[config.mk]
export PLATFORM = sky130hd
export DESIGN_NAME = lcd1602_ctrlmod
export DESIGN_NICKNAME = d
export VERILOG_FILES = /design/src/rtl/lcd1602_ctrlmod.sv
export SDC_FILE = /design/constraint.sdc
export NUM_CORES = 1
export LEC_CHECK = 0
export ABC_CLOCK_PERIOD_IN_PS = 5810
export BUFFER_PORTS_ARGS = -buffer_cell sky130_fd_sc_hd__buf_2
export CORE_MARGIN = 2
export CORE_UTILIZATION = 66
export CTS_BUF_LIST = sky130_fd_sc_hd__clkbuf_16
export CTS_CLUSTER_DIAMETER = 120
export DETAILED_ROUTE_END_ITERATION = 12
export PLACE_DENSITY_LB_ADDON = 0.25
export SYNTH_ARGS = -nofsm -noshare
export SYNTH_HDL_FRONTEND = slang
export SYNTH_SLANG_ARGS = --single-unit
[constraint.sdc]
create_clock -name CLOCK -period 5.81 [get_ports CLOCK]
set_input_delay 0.8715 -clock CLOCK [delete_from_list [all_inputs] [get_ports CLOCK]]
set_output_delay 0.8715 -clock CLOCK [all_outputs]
set_load 0.05 [all_outputs]
[src/rtl/lcd1602_ctrlmod.sv]
// LCD1602 sequencer: holds a 2x16 frame buffer, sends the power-on command list,
// then streams address commands and characters to the byte writer over call/done.
module lcd1602_ctrlmod #(
  parameter bit INIT_EN = 1'b1,
  parameter int GAP_CYC = 4
) (
  input  logic       CLOCK,
  input  logic       RST,
  input  logic       iWr,
  input  logic [4:0] iAddr,
  input  logic [7:0] iChar,
  input  logic       iRefresh,
  output logic       oBusy,
  output logic       oCall,
  output logic       oRS,
  output logic [7:0] oDATA,
  input  logic       iDone
);

  localparam int GW = $clog2(GAP_CYC + 1);
  localparam logic [GW-1:0] GAP_LOAD = GW'(GAP_CYC);
  localparam logic [GW-1:0] GAP_ONE  = GW'(1);

  typedef enum logic [2:0] {
    S_INIT  = 3'd0,
    S_IDLE  = 3'd1,
    S_ADDR1 = 3'd2,
    S_LINE1 = 3'd3,
    S_ADDR2 = 3'd4,
    S_LINE2 = 3'd5
  } state_e;

  localparam state_e RST_STATE = INIT_EN ? S_INIT : S_IDLE;

  state_e          state_q, state_d;
  logic [3:0]      idx_q, idx_d;
  logic [GW-1:0]   gap_q, gap_d;
  logic            pend_q, pend_d;
  logic            call_q, call_d;
  logic            rs_q, rs_d;
  logic [7:0]      data_q, data_d;
  logic            busy_q, busy_d;
  logic [7:0]      buf_q [0:31];

  logic            issue_s, done_s, gap_end_s;
  logic [7:0]      byte_s;
  logic            byte_rs_s;

  // A byte goes out only once the previous handshake and its gap are both finished.
  assign issue_s   = (state_q != S_IDLE) && !call_q && (gap_q == '0);
  assign done_s    = call_q && iDone;
  assign gap_end_s = !call_q && (gap_q == GAP_ONE);

  always_ff @(posedge CLOCK) begin
    if (RST) begin
      state_q <= RST_STATE;
      idx_q   <= 4'd0;
      gap_q   <= '0;
      pend_q  <= 1'b1;
      call_q  <= 1'b0;
      rs_q    <= 1'b0;
      data_q  <= 8'h00;
      busy_q  <= 1'b0;
      for (int i = 0; i < 32; i++) buf_q[i] <= 8'h20;
    end else begin
      state_q <= state_d;
      idx_q   <= idx_d;
      gap_q   <= gap_d;
      pend_q  <= pend_d;
      call_q  <= call_d;
      rs_q    <= rs_d;
      data_q  <= data_d;
      busy_q  <= busy_d;
      if (iWr) buf_q[iAddr] <= iChar;
    end
  end

  // Sequencing advances at the end of each gap, so IDLE is reached only after the last gap.
  always_comb begin
    state_d = state_q;
    idx_d   = idx_q;
    pend_d  = pend_q | iWr | iRefresh;
    if (done_s) begin
      gap_d = GAP_LOAD;
    end else if (gap_q != '0) begin
      gap_d = gap_q - GAP_ONE;
    end else begin
      gap_d = gap_q;
    end
    case (state_q)
      S_IDLE: begin
        // Requests landing while the refresh is being taken are covered by it.
        if (pend_q) begin
          pend_d  = 1'b0;
          state_d = S_ADDR1;
          idx_d   = 4'd0;
        end
      end
      S_INIT: begin
        if (gap_end_s) begin
          if (idx_q == 4'd3) begin
            state_d = S_IDLE;
            idx_d   = 4'd0;
          end else begin
            idx_d = idx_q + 4'd1;
          end
        end
      end
      S_ADDR1: if (gap_end_s) state_d = S_LINE1;
      S_LINE1: begin
        if (gap_end_s) begin
          idx_d = idx_q + 4'd1;
          if (idx_q == 4'd15) state_d = S_ADDR2;
        end
      end
      S_ADDR2: if (gap_end_s) state_d = S_LINE2;
      S_LINE2: begin
        if (gap_end_s) begin
          idx_d = idx_q + 4'd1;
          if (idx_q == 4'd15) state_d = S_IDLE;
        end
      end
      default: begin
        state_d = RST_STATE;
        idx_d   = 4'd0;
      end
    endcase
  end

  // Byte selection and the registered handshake outputs.
  always_comb begin
    byte_s    = 8'h00;
    byte_rs_s = 1'b0;
    case (state_q)
      S_INIT: begin
        case (idx_q[1:0])
          2'd0:    byte_s = 8'h38;
          2'd1:    byte_s = 8'h0C;
          2'd2:    byte_s = 8'h06;
          default: byte_s = 8'h01;
        endcase
      end
      S_ADDR1: byte_s = 8'h80;
      S_LINE1: begin
        byte_s    = buf_q[{1'b0, idx_q}];
        byte_rs_s = 1'b1;
      end
      S_ADDR2: byte_s = 8'hC0;
      S_LINE2: begin
        byte_s    = buf_q[{1'b1, idx_q}];
        byte_rs_s = 1'b1;
      end
      default: byte_s = 8'h00;
    endcase
    call_d = call_q;
    rs_d   = rs_q;
    data_d = data_q;
    if (issue_s) begin
      call_d = 1'b1;
      rs_d   = byte_rs_s;
      data_d = byte_s;
    end else if (done_s) begin
      call_d = 1'b0;
    end else begin
      call_d = call_q;
    end
    busy_d = (state_d != S_IDLE) || pend_d;
  end

  assign oBusy = busy_q;
  assign oCall = call_q;
  assign oRS   = rs_q;
  assign oDATA = data_q;

endmodule

== After elaboration in Yosys (flattened, before gate mapping) ==
Memories as Yosys holds them, arrays and structs flattened. A register that Yosys moved wholly into a read port is not among the register bits.
Cells that the tools add are included.
Storage, ports and cells
  word-level logic and storage cells: 83
  memories: 1
  register bits after elaboration: 22
  output and inout bits: 11
  input port bits: 18
  memory bits (writable): 256
Cells by class
  equality and inequality tests: 15
  reductions and logical operators: 17
  bitwise gates (word level): 3
  multiplexer cells: 36
  $add $sub $neg: 2
Memories
  buf_q: words 32, bits a word 8, read ports 2, clocked after memory_dff 2, write ports 32, RTL line 43  | logic [7:0] buf_q [0:31];
Operators with widths (number)
  $pmux W8 S5: 1
  $mux W3: 11
  $mux W5: 5
  $pmux W3 S6: 1
  $pmux W6 S3: 1
  $mux W4: 4
  $pmux W4 S4: 1
  $mux W1: 11
  $mux W8: 1
  $reduce_or A8 Y1: 1
  $eq A3 B1 Y1 const B: 2
  $eq A3 B2 Y1 const B: 2
  $eq A3 B3 Y1 const B: 2
  $logic_not A3 Y1: 2
  $ne A3 B1 Y1 const B: 2
  $reduce_or A2 Y1: 3
  $add A4 B1 Y4 const B: 1
  $eq A4 B2 Y1 const B: 1
  $eq A4 B4 Y1 const B: 1
  $logic_and A1 B1 Y1: 4
  $ne A2 B2 Y1 const B: 2
  $reduce_and A4 Y1: 1
  $reduce_bool A2 Y1: 2
  $reduce_bool A3 Y1: 1
  other kinds (9): 10

== Logic depth before layout (Yosys ltp) ==
  word-level depth: 6
  depth in mapped cells: 9
  mapped depth without buffers: 7

== Worst setup path after synthesis ==
Ideal clock, no wire load.
  path type: input port to flip-flop
  start: input RST
  end: memory buf_q[20][0], enable pin
  stages: 6
  library setup time: 0.309 ns
  path buffers: 2
  required time: 5.501 ns
  data arrival time: 2.067 ns
  slack: 3.434 ns
  path through: nand2b_1 or3_1 clkbuf_1 clkbuf_1 nor2_1 or2_2
RTL lines
  from (decl): RTL line 8  | input logic RST,
  to (decl): RTL line 43

==> results_tabular.tex <==
\begin{tabular}{lr}
\hline
Metric & Value \\
\hline
\multicolumn{2}{l}{\textbf{Outcome}} \\
\quad Result of the run & finished, final reports clean \\
\multicolumn{2}{l}{\textbf{Critical path}} \\
\quad Biggest fanout along the worst timing path & 44 \\
\quad Critical Path, Cell by Cell & buf\_4 -> mux4\_2 -> nand2b\_1 -> a21oi\_1 -> nor3\_1 -> a221o\_1 \\
\quad RR Endpoint & oDATA[4] \\
\quad Logic depth of the worst register-to-register path & 6 \\
\quad Arr. time, crit path & 3.37 ns \\
\quad Register-to-register path setup slack & 2.87 ns \\
\quad Required time at the worst-slack endpoint & $\sim$6.2 ns \\
\quad Largest stage delay, worst path & 0.91 ns \\
\quad Crit end category & flip-flop \\
\quad Slowest cell on crit path & sky130\_fd\_sc\_hd\_\_dfxtp\_4 \\
\quad Class of the most critical setup path & reg -> reg \\
\quad Startpoint types & flip-flop \\
\multicolumn{2}{l}{\textbf{Global route}} \\
\quad GRT Residual Overflow & 0 \\
\quad Overall track demand over capacity in global routing & 0.304 \\
\quad First-pass GRT wire length & 47.9 mm \\
\quad Via count of the first global-routing pass & 8024 \\
\quad Antenna violations before repair & 0 \\
\quad Maximum number of pins on one net before global-route repair & between 40 and 50 \\
\multicolumn{2}{l}{\textbf{CTS}} \\
\quad Clk\_lat worst skew & 0.55 ns \\
\quad Postcts setup bufs & 0 \\
\quad Number of clock sinks & 282 \\
\quad Register clock-pin slew on the reported worst setup and hold paths & 0.07 ns \\
\quad Number of buffers created by CTS & 28 \\
\quad Total number of H-tree levels & 1 \\
\quad Maximum number of buffers from clock root to sink & 3 \\
\quad Resize count post-CTS & 0 \\
\quad Master cell of the clock root buffer & sky130\_fd\_sc\_hd\_\_clkbuf\_16 \\
\quad Count of hold-fix buffers inserted at cts & 0 \\
\quad CTS tree & yes \\
\multicolumn{2}{l}{\textbf{Placement}} \\
\quad Cell Count Post-Placement & 1182 \\
\quad Placement Setup Slack & 2.72 ns \\
\quad Cell area after placement & 13400 um\^{}2 \\
\quad Number of port buffers & 28 \\
\quad Routability-driven placement congestion ratio & around 0.88 \\
\quad Sum of net half-perimeters after detailed placement & 19.8 mm \\
\multicolumn{2}{l}{\textbf{Logic synthesis}} \\
\quad Synth Area in Simple Gates & 0.185 \\
\quad Instance count of the mapped netlist & 948 \\
\quad Async SR Flop Fraction & 0 \\
\quad Post-synthesis share of cell area spent on xor and xnor gates & 0.00265 \\
\quad Largest family of logic cells by synthesized area & simple AND/OR/NAND/NOR gates \\
\quad Total nets after synthesis & 974 \\
\quad Sequential share of the synthesized area & 0.621 \\
\quad Number of enable-type register cells in the synthesized netlist & 256 \\
\quad Leading post-synthesis cells by cell area & sky130\_fd\_sc\_hd\_\_edfxtp\_1, sky130\_fd\_sc\_hd\_\_and2\_1, sky130\_fd\_sc\_hd\_\_mux4\_2 \\
\quad Avg Cell Area, Syn & around 14 um\^{}2 \\
\quad Portion of synthesized cell area occupied by the leading cell type & 0.582 \\
\quad Synthesized area & 13200 um\^{}2 \\
\quad Post-synthesis cell type count & slightly above 50 \\
\quad Yosys warnings & 0 \\
\quad Adder and majority cell fraction of the synthesized area & 0.00757 \\
\quad Synth Register Bits & 282 \\
\quad Top cell type by total area after synthesis & sky130\_fd\_sc\_hd\_\_edfxtp\_1 \\
\quad Fraction of the mapped netlist area in compound gates & 0.0394 \\
\quad Most used flip-flop cell after synthesis & sky130\_fd\_sc\_hd\_\_edfxtp\_1 \\
\quad Share of cell area taken by muxes after synthesis & 0.121 \\
\multicolumn{2}{l}{\textbf{STA}} \\
\quad Setup slack of the critical path after layout & 2.87 ns \\
\quad Worst slew margin & 0.363 \\
\quad Clock Skews & 0.00794 ns \\
\quad Fmax & 341 MHz \\
\quad Post-layout min period & 2.94 ns \\
\quad Post-route clock period utilization & 0.505 \\
\quad RSZ-0062 raised after global routing & false \\
\quad Final hold violation count & 0 \\
\quad Setup\_tns & 0 ns \\
\quad Number of pins exceeding their max-slew limit in the final report & 0 \\
\quad Least-Margin Pin Slew & 0.954 ns \\
\quad Min Hold Slack & 0.454 ns \\
\quad Final number of setup-violating endpoints & 0 \\
\multicolumn{2}{l}{\textbf{Routing}} \\
\quad Vias after detailed routing & $\sim$8000 \\
\quad DRC violations left & 0 \\
\quad Post-DR vias/cell & 6.50 \\
\quad Routed length per placed instance & 25.6 um \\
\quad Number of DRC violations after detailed-routing iteration 0 & between 900 and 1000 \\
\quad Wire length after detailed routing & 31.6 mm \\
\quad ANT nets after route & 0 \\
\quad First-pass detailed-route iteration total & 5 \\
\multicolumn{2}{l}{\textbf{Floorplanning}} \\
\quad Number of primary I/O pins & 29 \\
\quad Area enclosed by the die boundary & 21200 um\^{}2 \\
\quad Placeable Area & 19500 um\^{}2 \\
\quad Initial Util & 0.677 \\
\quad Site Rows & 51 \\
\quad Die outline height & $\sim$150 um \\
\quad Floorplan die width & about 150 um \\
\multicolumn{2}{l}{\textbf{Power and ir drop}} \\
\quad Power density over the cells & 354 nW/um\^{}2 \\
\quad Maximum resistive drop on vdd & $\sim$300 uV \\
\quad Power consumption & 5.10 mW \\
\quad Leakage & 4.87 nW \\
\multicolumn{2}{l}{\textbf{Hold path}} \\
\quad Worst hold path startpoint & oRS \\
\quad Worst Hold Path EP & oRS \\
\quad Hold Path Class & reg -> reg \\
\quad Worst hold path stage count & 2 \\
\multicolumn{2}{l}{\textbf{Cells and area}} \\
\quad Fraction of layout cells with a size suffix above 1 & 0.176 \\
\quad Most common cell after layout, fill and taps aside & sky130\_fd\_sc\_hd\_\_edfxtp\_1 \\
\quad FILL cells & roughly 1200 \\
\quad Post-route standard cell area excluding fillers & roughly 14000 um\^{}2 \\
\quad Post-layout nets & between 900 and 1000 \\
\quad Number of standard cells in the layout, taps in and fillers out & between 1000 and 1500 \\
\quad Number of diodes & 0 \\
\quad Utilization of the core after routing & 0.738 \\
\quad Synth-to-layout area growth & 8.99\% \\
\quad Leading cell types in the layout, fill and taps excluded & sky130\_fd\_sc\_hd\_\_edfxtp\_1, sky130\_fd\_sc\_hd\_\_and2\_1, sky130\_fd\_sc\_hd\_\_nor2\_1 \\
\multicolumn{2}{l}{\textbf{Flow run}} \\
\quad Number of max-cap violations & 0 \\
\hline
\end{tabular}
## cells by family (layout without fill, tap and decap cells)
family / after synthesis / count (layout)
xor+xnor: 4 / 4
buf+inv: 70 / 91
flops: 282 / 282
fa+ha+maj: 8 / 8
compound gates: 70 / 70
simple gates: 415 / 415
mux: 99 / 99
## layer usage
metal,vias up,part of all wire,track usage
met5,-,0,0
met4,0,0.034,0.102
met3,92,0.10,0.0633
met2,483,0.49,0.497
met1,3943,0.37,0.414
li1,3503,-,-
## report_power, final
group / total [mW] / leakage (nW) / switching (mW) / internal, mW
logic: 0.741 / 1.71 / 0.406 / 0.335
registers: 2.47 / 2.67 / 0.128 / 2.34
clock network: 1.89 / 0.493 / 0.768 / 1.13
total: 5.10 / 4.87 / 1.30 / 3.80
## worst max-delay path, delay by kind of cell (launching register included)
family          cells  cell delay, ns
compound gates      2            0.43
buf+inv             1            0.65
flops               1            0.91
mux                 1            0.57
simple gates        2            0.22
## registers in the layout, indices dropped and copies added (netlist names), 3 cells and up, named ones only
| name | flops |
|---|---|
| state_q | 3 |
| gap_q | 3 |
| buf_q | 256 |
| oDATA | 8 |
| idx_q | 4 |
## synthesized netlist by cell type (3+ instances only)
cell	instances
sky130_fd_sc_hd__edfxtp_1	256
sky130_fd_sc_hd__and2_1	227
sky130_fd_sc_hd__nor2_1	52
sky130_fd_sc_hd__mux4_2	48
sky130_fd_sc_hd__mux2i_1	47
sky130_fd_sc_hd__clkbuf_1	45
sky130_fd_sc_hd__or3_1	35
sky130_fd_sc_hd__or2_2	33
sky130_fd_sc_hd__dfxtp_1	26
sky130_fd_sc_hd__nand2_1	16
sky130_fd_sc_hd__a21oi_1	13
sky130_fd_sc_hd__a221oi_1	13
sky130_fd_sc_hd__nor3_1	11
sky130_fd_sc_hd__ha_1	8
sky130_fd_sc_hd__nand2b_1	8
sky130_fd_sc_hd__a221o_1	7
sky130_fd_sc_hd__buf_2	7
sky130_fd_sc_hd__buf_4	7
sky130_fd_sc_hd__nor2b_1	7
sky130_fd_sc_hd__o21ai_0	7
sky130_fd_sc_hd__a22oi_1	6
sky130_fd_sc_hd__inv_1	6
sky130_fd_sc_hd__nand3_1	6
sky130_fd_sc_hd__o211ai_1	5
sky130_fd_sc_hd__mux2_2	4
sky130_fd_sc_hd__nand3b_1	4
sky130_fd_sc_hd__or3b_2	4
sky130_fd_sc_hd__xnor2_1	4
sky130_fd_sc_hd__a31oi_1	3
## worst max-delay path by stage
stage,cells after the start,slack [ns],startpoint,to
floorplan,6,3.43,RST,buf_q[20][0]
global placement,5,2.83,RST,buf_q[28][0]
detailed placement,5,2.72,iWr,buf_q[11][6]
CTS,6,2.85,flip-flop,oDATA[4]
global route,6,2.65,flip-flop,oDATA[4]
finish,6,2.87,flip-flop,oDATA[4]
## cell type report
cell class,instances,area [um^2],share of cell area
repair buffers,32,170,0.0118
clock inverters,23,241,0.0168
clock buffers,29,726,0.0504
flip-flops and latches,282,8210,0.570
well taps,265,332,0.0230
inverters,7,26.3,0.00182
multi-input cells,596,4700,0.326
No activity file was read; power rests on OpenSTA's default activity.
